[src/rtl/rst_sequencer.sv]
// ---------------------------------------------------------------------------
// rst_sequencer
//
// Turns the generator's clock/reset into NUM_STAGES staged per-subsystem
// resets. Stage 0 is released first. Each later stage is released only
// after the previous stage has acknowledged and a hold time has passed.
// Loss of PLL lock or a soft-reset request asserts every stage again.
//
// Optional feature: define RST_SEQ_ACK_TMO_EN to enable the ack timeout.
// With it, a stage that does not acknowledge within ACK_TMO cycles puts the
// block into FAULT and raises ERR_O. Without it, the block waits for the
// ack indefinitely and ERR_O stays 0.
//
// Ports
//   CLK          in   system clock
//   RST          in   asynchronous active-high reset
//   LOCKED_I     in   PLL locked (async, synchronised here)
//   SOFT_RST_I   in   soft-reset request level (async, rising edge used)
//   STAGE_ACK_I  in   per-stage ready/alive acknowledge
//   STAGE_RST_O  out  per-stage active-high reset, released in order 0..N-1
//   ALL_RDY_O    out  every stage released and acknowledged
//   BUSY_O       out  sequencing in progress (not RUN, not FAULT)
//   ERR_O        out  ack timeout flag
// ---------------------------------------------------------------------------
module rst_sequencer #(
   parameter int NUM_STAGES = 4,
   parameter int STAGE_WAIT = 16,
   parameter int SYNC_DEPTH = 2,
   parameter int ACK_TMO    = 255
) (
   input  logic                  CLK,
   input  logic                  RST,
   input  logic                  LOCKED_I,
   input  logic                  SOFT_RST_I,
   input  logic [NUM_STAGES-1:0] STAGE_ACK_I,
   output logic [NUM_STAGES-1:0] STAGE_RST_O,
   output logic                  ALL_RDY_O,
   output logic                  BUSY_O,
   output logic                  ERR_O
);

   localparam int CNT_MAX = (STAGE_WAIT > ACK_TMO) ? STAGE_WAIT : ACK_TMO;
   localparam int CNT_W   = $clog2(CNT_MAX + 1);
   localparam int IDX_W   = (NUM_STAGES > 1) ? $clog2(NUM_STAGES) : 1;

   localparam logic [CNT_W-1:0] HOLD_LAST = CNT_W'(STAGE_WAIT - 1);
   localparam logic [IDX_W-1:0] IDX_LAST  = IDX_W'(NUM_STAGES - 1);
`ifdef RST_SEQ_ACK_TMO_EN
   localparam logic [CNT_W-1:0] TMO_LAST  = CNT_W'(ACK_TMO - 1);
`endif

   typedef enum logic [2:0] {
      WAIT_LOCK,
      HOLD,
      WAIT_ACK,
      RUN,
      FAULT
   } state_t;

   state_t                state_reg, state_next;
   logic [IDX_W-1:0]      idx_reg, idx_next;
   logic [CNT_W-1:0]      cnt_reg, cnt_next;
   logic [NUM_STAGES-1:0] stage_rst_reg, stage_rst_next;
   logic                  all_rdy_reg, all_rdy_next;
   logic                  busy_reg, busy_next;
   logic                  err_reg, err_next;

   logic [SYNC_DEPTH-1:0] lock_sync_reg;
   logic [SYNC_DEPTH-1:0] soft_sync_reg;
   logic                  soft_prev_reg;
   logic                  lk;
   logic                  sr;

   // Input synchronisers; soft_prev_reg turns the synced level into a
   // single-cycle rising-edge strobe so a held request restarts only once.
   always_ff @(posedge CLK or posedge RST) begin
      if (RST) begin
         lock_sync_reg <= '0;
         soft_sync_reg <= '0;
         soft_prev_reg <= 1'b0;
      end else begin
         lock_sync_reg <= {lock_sync_reg[SYNC_DEPTH-2:0], LOCKED_I};
         soft_sync_reg <= {soft_sync_reg[SYNC_DEPTH-2:0], SOFT_RST_I};
         soft_prev_reg <= soft_sync_reg[SYNC_DEPTH-1];
      end
   end

   assign lk = lock_sync_reg[SYNC_DEPTH-1];
   assign sr = soft_sync_reg[SYNC_DEPTH-1] & ~soft_prev_reg;

   always_ff @(posedge CLK or posedge RST) begin
      if (RST) begin
         state_reg     <= WAIT_LOCK;
         idx_reg       <= '0;
         cnt_reg       <= '0;
         stage_rst_reg <= '1;
         all_rdy_reg   <= 1'b0;
         busy_reg      <= 1'b1;
         err_reg       <= 1'b0;
      end else begin
         state_reg     <= state_next;
         idx_reg       <= idx_next;
         cnt_reg       <= cnt_next;
         stage_rst_reg <= stage_rst_next;
         all_rdy_reg   <= all_rdy_next;
         busy_reg      <= busy_next;
         err_reg       <= err_next;
      end
   end

   always_comb begin
      state_next     = state_reg;
      idx_next       = idx_reg;
      cnt_next       = cnt_reg;
      stage_rst_next = stage_rst_reg;
      err_next       = err_reg;

      if (!lk) begin
         state_next     = WAIT_LOCK;
         idx_next       = '0;
         cnt_next       = '0;
         stage_rst_next = '1;
         err_next       = 1'b0;
      end else if (sr) begin
         // Lock is already good, so restart straight into the first hold.
         state_next     = HOLD;
         idx_next       = '0;
         cnt_next       = '0;
         stage_rst_next = '1;
         err_next       = 1'b0;
      end else begin
         case (state_reg)
            WAIT_LOCK: begin
               // lk is known to be 1 here; the branch above handles lk=0.
               state_next     = HOLD;
               idx_next       = '0;
               cnt_next       = '0;
               stage_rst_next = '1;
            end
            HOLD: begin
               // Holding for STAGE_WAIT cycles, releasing on the last one.
               if (cnt_reg >= HOLD_LAST) begin
                  stage_rst_next[idx_reg] = 1'b0;
                  cnt_next                = '0;
                  state_next              = WAIT_ACK;
               end else begin
                  cnt_next = (&cnt_reg) ? cnt_reg : cnt_reg + 1'b1;
               end
            end
            WAIT_ACK: begin
               if (STAGE_ACK_I[idx_reg]) begin
                  cnt_next = '0;
                  if (idx_reg == IDX_LAST) begin
                     state_next = RUN;
                  end else begin
                     idx_next   = idx_reg + 1'b1;
                     state_next = HOLD;
                  end
               end
`ifdef RST_SEQ_ACK_TMO_EN
               else if (cnt_reg >= TMO_LAST) begin
                  // A silent stage is put back into reset with everything
                  // after it; earlier stages keep running.
                  stage_rst_next[idx_reg] = 1'b1;
                  err_next                = 1'b1;
                  state_next              = FAULT;
               end else begin
                  cnt_next = (&cnt_reg) ? cnt_reg : cnt_reg + 1'b1;
               end
`endif
            end
            RUN:     state_next = RUN;
            FAULT:   state_next = FAULT;
            default: state_next = WAIT_LOCK;
         endcase
      end

      all_rdy_next = (state_next == RUN);
      busy_next    = (state_next != RUN) && (state_next != FAULT);
   end

   assign STAGE_RST_O = stage_rst_reg;
   assign ALL_RDY_O   = all_rdy_reg;
   assign BUSY_O      = busy_reg;
   assign ERR_O       = err_reg;

endmodule

[config.mk]
export PLATFORM = sky130hd
export DESIGN_NAME = rst_sequencer
export DESIGN_NICKNAME = d
export VERILOG_FILES = /design/src/rtl/rst_sequencer.sv
export SDC_FILE = /design/constraint.sdc
export NUM_CORES = 1
export LEC_CHECK = 0
export CORE_MARGIN = 5
export CORE_UTILIZATION = 35
export DETAILED_ROUTE_END_ITERATION = 6
export PLACE_DENSITY_LB_ADDON = 0.3
export SLEW_MARGIN = 30
export SYNTH_ARGS = -nofsm -noshare
export SYNTH_HDL_FRONTEND = slang
export SYNTH_SLANG_ARGS = --single-unit
[constraint.sdc]
create_clock -name CLK -period 3.1 [get_ports CLK]
set_input_delay 0.62 -clock CLK [delete_from_list [all_inputs] [get_ports CLK]]
set_output_delay 0.62 -clock CLK [all_outputs]
set_load 0.05 [all_outputs]
==> results of run 1 <==
-- cells by family (layout without fill, tap and decap cells) --
family,after synthesis,in the layout,synth area share
simple gates,32,32,0.173
compound gates,23,23,0.162
buf+inv,8,20,0.0307
xor+xnor,2,2,0.0153
mux,2,2,0.0296
fa+ha+maj,5,5,0.0548
flops,24,24,0.531
other cells,1,1,0.00328
-- cells in the mapped netlist (2+ instances only) --
master / number
a21o_1: 4
nor2_1: 3
dfstp_2: 5
and2_1: 2
dfrtp_1: 19
nand3_1: 6
nand2_1: 3
a21oi_1: 2
and2_2: 3
nor2b_1: 2
a311oi_1: 2
clkbuf_1: 3
o21ai_0: 5
ha_1: 5
inv_1: 3
nand2b_1: 3
-- per-layer routing --
metal  track usage  wire length [um]  vias up
met3        0.0200                77        2
li1              -                 -      379
met2         0.164               918       12
met4        0.0304                10        0
met1         0.133               957      377
met5             0                 0        -
-- worst max-delay path by stage --
stage	start	to	slack, ns	cells after the start
finish	STAGE_RST_O[3]$_DFFE_PP1P_	STAGE_RST_O[3]	0.83	1
global route	STAGE_RST_O[1]$_DFFE_PP1P_	STAGE_RST_O[1]	0.77	1
CTS	STAGE_RST_O[3]$_DFFE_PP1P_	STAGE_RST_O[3]	0.81	1
detailed placement	STAGE_ACK_I[3]	cnt_reg[6]$_DFFE_PP0P_	0.81	4
global placement	STAGE_ACK_I[3]	cnt_reg[6]$_DFFE_PP0P_	0.82	4
floorplan	STAGE_ACK_I[3]	cnt_reg[6]$_DFFE_PP0P_	1.34	3
-- layout make-up --
type / instances / area, um^2 / area share
sequential: 24 / 607 / 0.447
multi-input combinational: 65 / 500 / 0.369
timing repair buffer: 13 / 130 / 0.0959
tap: 44 / 55.1 / 0.0406
clock inverter: 1 / 30.0 / 0.0221
clock buffer: 3 / 22.5 / 0.0166
inverter: 3 / 11.3 / 0.00830
-- stage by stage --
step                      cells  power [mW]  hold slack (ns)  setup slack [ns]
after detailed placement    149       0.374            0.338             0.808
after floorplan              97       0.359            0.331              1.34
after global routing        153       0.612            0.375             0.771
after global placement      149       0.373            0.334             0.824
after CTS                   153       0.594            0.367             0.812
final                       153       0.588            0.364             0.826
-- power by group --
| part | internal [mW] | switching (mW) |
|---|---|---|
| clock network | 0.131 | 0.0897 |
| logic | 0.0170 | 0.0267 |
| registers | 0.320 | 0.00470 |
==> flow_summary.yaml, run 1 <==
logic_synthesis:
  synthCells: 97
  ys_warn_count: 0
  synth_area_leader_cell: "dfrtp_1"
  avgSynthCellArea_um2: 11.8
  syn_area_mm2: 0.00114
  synth_flop_cell: "dfrtp_1"
  synth_edf_count: 0
  async_flop_share: 1.00
  synth_nets: 110
  ys_ff_latch: 24
  synth.area.top_cells: "dfrtp_1 (42%), dfstp_2 (12%), ha_1 (5.5%)"
  synth-seq-area-share: 0.531
  ys_types: 43
  synth_top_area_frac: 0.416
cts:
  path_clk_slew_ns: 0.12
  cts_hold_buf: 0
  post-cts-setup-buffers: 0
  numCtsBuffers: 3
  post_cts_resized: 0
  root_buffer: "clkbuf_4"
  htreeDepth: 1
  cts_buffer_depth: 2
  clkLatencyLatePin_ns: 0.31
  cts_tree: "built"
  cts.sinks: 24
cells_and_area:
  largest_register_ffs: 8
  final_util: 0.437
  drive_gt1_frac: 0.202
  area_growth_pct: 18.7
  final_net_count: 123
  final.fill_count: 327
  mostFrequentLayoutCells: "dfrtp_1 (19), clkdlybuf4s50_1 (13), nand3_1 (6)"
  post-route-cell-area_mm2: 0.00136
  antenna_cells: 0
  layout_commonest_cell: "dfrtp_1"
setup_path:
  crit_fanout: 2
  r2r-start: "idx_reg[0]$_DFFE_PP0P_"
  cp-end-kind: "primary output"
  rr_endpoint: "cnt_reg[6]$_DFFE_PP0P_"
  ff2ff_path_depth: 3
  cp_top_family: "buffers and inverters"
  path_buf_inv: 1
  max_stage_delay_ns: 0.80
  worst_ep_arrival_time_ns: 1.65
  cp_data_required_time_ns: 2.48
  worst-r2r-setup-slack_ns: 1.31
  startpoint_type: "register"
  cp_slowest_cell: "clkdlybuf4s50_1"
  critical_path.cell_chain: "clkdlybuf4s50_1"
  crit_type: "register to primary output"
worst_hold_path:
  whs_endpoint: "lock_sync_reg[1]$_DFF_PP0_"
  worstHoldPathCells: 0
  hp-class: "register to register"
  min_from: "lock_sync_reg[0]$_DFF_PP0_"
die:
  dieArea_mm2: 0.00451
  dieWidth_um: 67.1
  die_y_um: 67.1
  io_pins: 15
  core_mm2: 0.00310
  fp-row-count: 20
  start_util: 0.368
timing:
  clock_skew_ns: 0.00447
  slew_headroom: 0.439
  slew_viol_final: 0
  rsz0062_at_grt: "no"
  period_minus_slack_ns: 2.27
  hold_viol_final: 0
  setup_tns_ns: 0
  max_freq_mhz: 440
  worstMarginPinSlew_ns: 0.831
  setup-violations-final: 0
  final.period_utilization: 0.734
drt:
  viasPerCell: 5.03
  firstDrtPassIters: 4
  drt-total-wl_um: 1960
  vias: 770
  drc: 0
  detail-route-antenna-nets: 0
  wire_per_inst_um: 12.8
  drt-initial-drc-count: 33
placed_design:
  gp_congestion: 0.703
  io_buffers: 13
  hpwl_um: 1460
  dpl_cell_area_mm2: 0.00130
global_route:
  overflow: 0
  grt_use_total: 0.100
  grt_pass1_vias: 799
  grt_max_degree: 25
  grt_first_pass_wirelength_um: 3510
  antenna_found_initial: 0
power_and_ir_drop:
  p_leak_nw: 0.560
  ir_worst_vdd_v: 0.000238
  powerDensity_mw_per_mm2: 434
job:
  max_cap_viol_count: 0
outcome:
  status: "finished clean"
No activity file was read; power rests on OpenSTA's default activity.
==> run 2, diff against run 1 <==
clock period = 1.95 ns   (was 3.1 ns; I/O delays follow)
==> run 2 against run 1 <==
  * Sequential share of layout area barely moved
  * Via count rose by 2.1%
  * Register-to-register slack got worse by 1.2 ns
  * Sequential power rose by 59%
  * Sequential cell count did not move
  * Die area did not move
  * Total power rose by 44%
  * Design area barely moved
  * Critical path depth did not move
  * Count of clock-buffer cells in the layout rose by 1
  * Global-route usage rose by 0.099 points
==> flow_summary.yaml, run 2 (same netlist as run 1, synthesis figures left out) <==
outcome:
  status: "finished clean"
cts:
  cts_buffer_depth: 2
  cts_hold_buf: 0
  htreeDepth: 1
  cts.sinks: 24
  post_cts_resized: 0
  root_buffer: "clkbuf_4"
  clkLatencyLatePin_ns: 0.31
  cts_tree: "built"
  path_clk_slew_ns: 0.13
  post-cts-setup-buffers: 0
  numCtsBuffers: 3
placed_design:
  gp_congestion: 0.723
  pre_cts_ws_ns: -0.106
  io_buffers: 13
  hpwl_um: 1470
timing:
  rsz0062_at_grt: "no"
  max_freq_mhz: 543
  clock_skew_ns: 0.0117
  fin_ws_ns: 0.110
  final.period_utilization: 0.944
  setup-violations-final: 0
  slew_viol_final: 0
  hold-worst-slack_ns: 0.362
  hold_viol_final: 0
  period_minus_slack_ns: 1.84
setup_path:
  cp_num_cells: 1
  critical_path.cell_chain: "clkdlybuf4s50_1"
  cp_slowest_cell: "clkdlybuf4s50_1"
  cp_top_family: "buffers and inverters"
  cp-end-kind: "primary output"
  worst_ep_arrival_time_ns: 1.45
  ff2ff_path_depth: 3
  max_stage_delay_ns: 0.79
  path_buf_inv: 1
  worst-r2r-setup-slack_ns: 0.12
  startpoint_type: "register"
  cp_data_required_time_ns: 1.56
  crit_type: "register to primary output"
  crit_fanout: 1
global_route:
  grt_use_total: 0.101
  grt_first_pass_wirelength_um: 3510
  grt_max_degree: 25
  antenna_found_initial: 0
  overflow: 0
  grt_pass1_vias: 786
power_and_ir_drop:
  p_leak_nw: 0.572
  p_comb_frac: 0.090
  switching_power_mw: 0.192
  pwr-share-seq: 0.610
  swShare: 0.227
  internal_power_mw: 0.655
  pwr-share-clk: 0.300
  powerDensity_mw_per_mm2: 623
  ir_worst_vdd_v: 0.000432
die:
  dieWidth_um: 67.1
  core_mm2: 0.00310
  start_util: 0.368
  die_y_um: 67.1
  fp-row-count: 20
  dieArea_mm2: 0.00451
  io_pins: 15
worst_hold_path:
  worstHoldPathCells: 0
  hp-class: "register to register"
drt:
  drc: 0
  drt-initial-drc-count: 21
  viasPerCell: 5.01
  detail-route-antenna-nets: 0
  drt-total-wl_um: 2000
  firstDrtPassIters: 4
  vias: 786
  wire_per_inst_um: 12.7
cells_and_area:
  drive_gt1_frac: 0.265
  layout_commonest_cell: "dfrtp_1"
  antenna_cells: 0
  mostFrequentLayoutCells: "dfrtp_1 (19), buf_4 (9), clkdlybuf4s50_1 (8)"
  largest_register_ffs: 8
  area_growth_pct: 18.8
  final_net_count: 127
job:
  max_cap_viol_count: 0
==> run 2: changes by cell type in the layout (fill, tap and decap cells not counted) <==
cell,before,now
buf_4,0,9
bufinv_16,1,0
clkbuf_8,0,1
clkdlybuf4s50_1,13,8
inv_1,2,3
inv_2,1,0
==> run 2: path summary, 6_finish.rpt <==
path | from | end
worst max-delay path | ALL_RDY_O$_DFF_PP0_ | ALL_RDY_O
min in group asynchronous | RST | state_reg[2]$_DFF_PP0_
worst min register to register | lock_sync_reg[0]$_DFF_PP0_ | lock_sync_reg[1]$_DFF_PP0_
worst min-delay path | lock_sync_reg[0]$_DFF_PP0_ | lock_sync_reg[1]$_DFF_PP0_
max in group asynchronous | RST | STAGE_RST_O[3]$_DFFE_PP1P_
worst max register to register | idx_reg[0]$_DFFE_PP0P_ | cnt_reg[6]$_DFFE_PP0P_
==> run 2: area by class of cell <==
| type | instances | area, um^2 |
|---|---|---|
| Fill cell | 311 | 1750 |
| Sequential cell | 24 | 607 |
| Multi-Input combinational cell | 65 | 500 |
| Timing Repair Buffer | 17 | 148 |
| Tap cell | 44 | 55.1 |
| Clock buffer | 4 | 36.3 |
| Inverter | 3 | 11.3 |
==> run 2: power groups by stage <==
stage                     registers, mW  clock network, mW  logic, mW
after floorplan                   0.525                  0     0.0456
after global placement            0.525                  0     0.0750
after detailed placement          0.525                  0     0.0760
after CTS                         0.516              0.265     0.0764
after global routing              0.518              0.291     0.0842
final                             0.516              0.254     0.0760
==> run 2: routing by layer <==
layer / wire [um] / vias up / GRT usage
met5: 0 / - / 0
met4: 13 / 0 / 0.0177
met3: 111 / 2 / 0.0383
met2: 919 / 23 / 0.158
met1: 951 / 379 / 0.135
li1: - / 382 / -
==> run 2: metrics by stage <==
| stage | cell area [um^2] | setup TNS [ns] | util | instances | total power [mW] |
|---|---|---|---|---|---|
| global placement | 1320 | -0.621 | 0.426 | 153 | 0.600 |
| CTS | 1360 | 0 | 0.438 | 157 | 0.858 |
| floorplan | 1140 | 0 | - | 97 | 0.571 |
| global route | 1360 | 0 | 0.438 | 157 | 0.892 |
| detailed placement | 1320 | -0.592 | 0.426 | 153 | 0.601 |
| finish | 1360 | 0 | 0.438 | 157 | 0.846 |
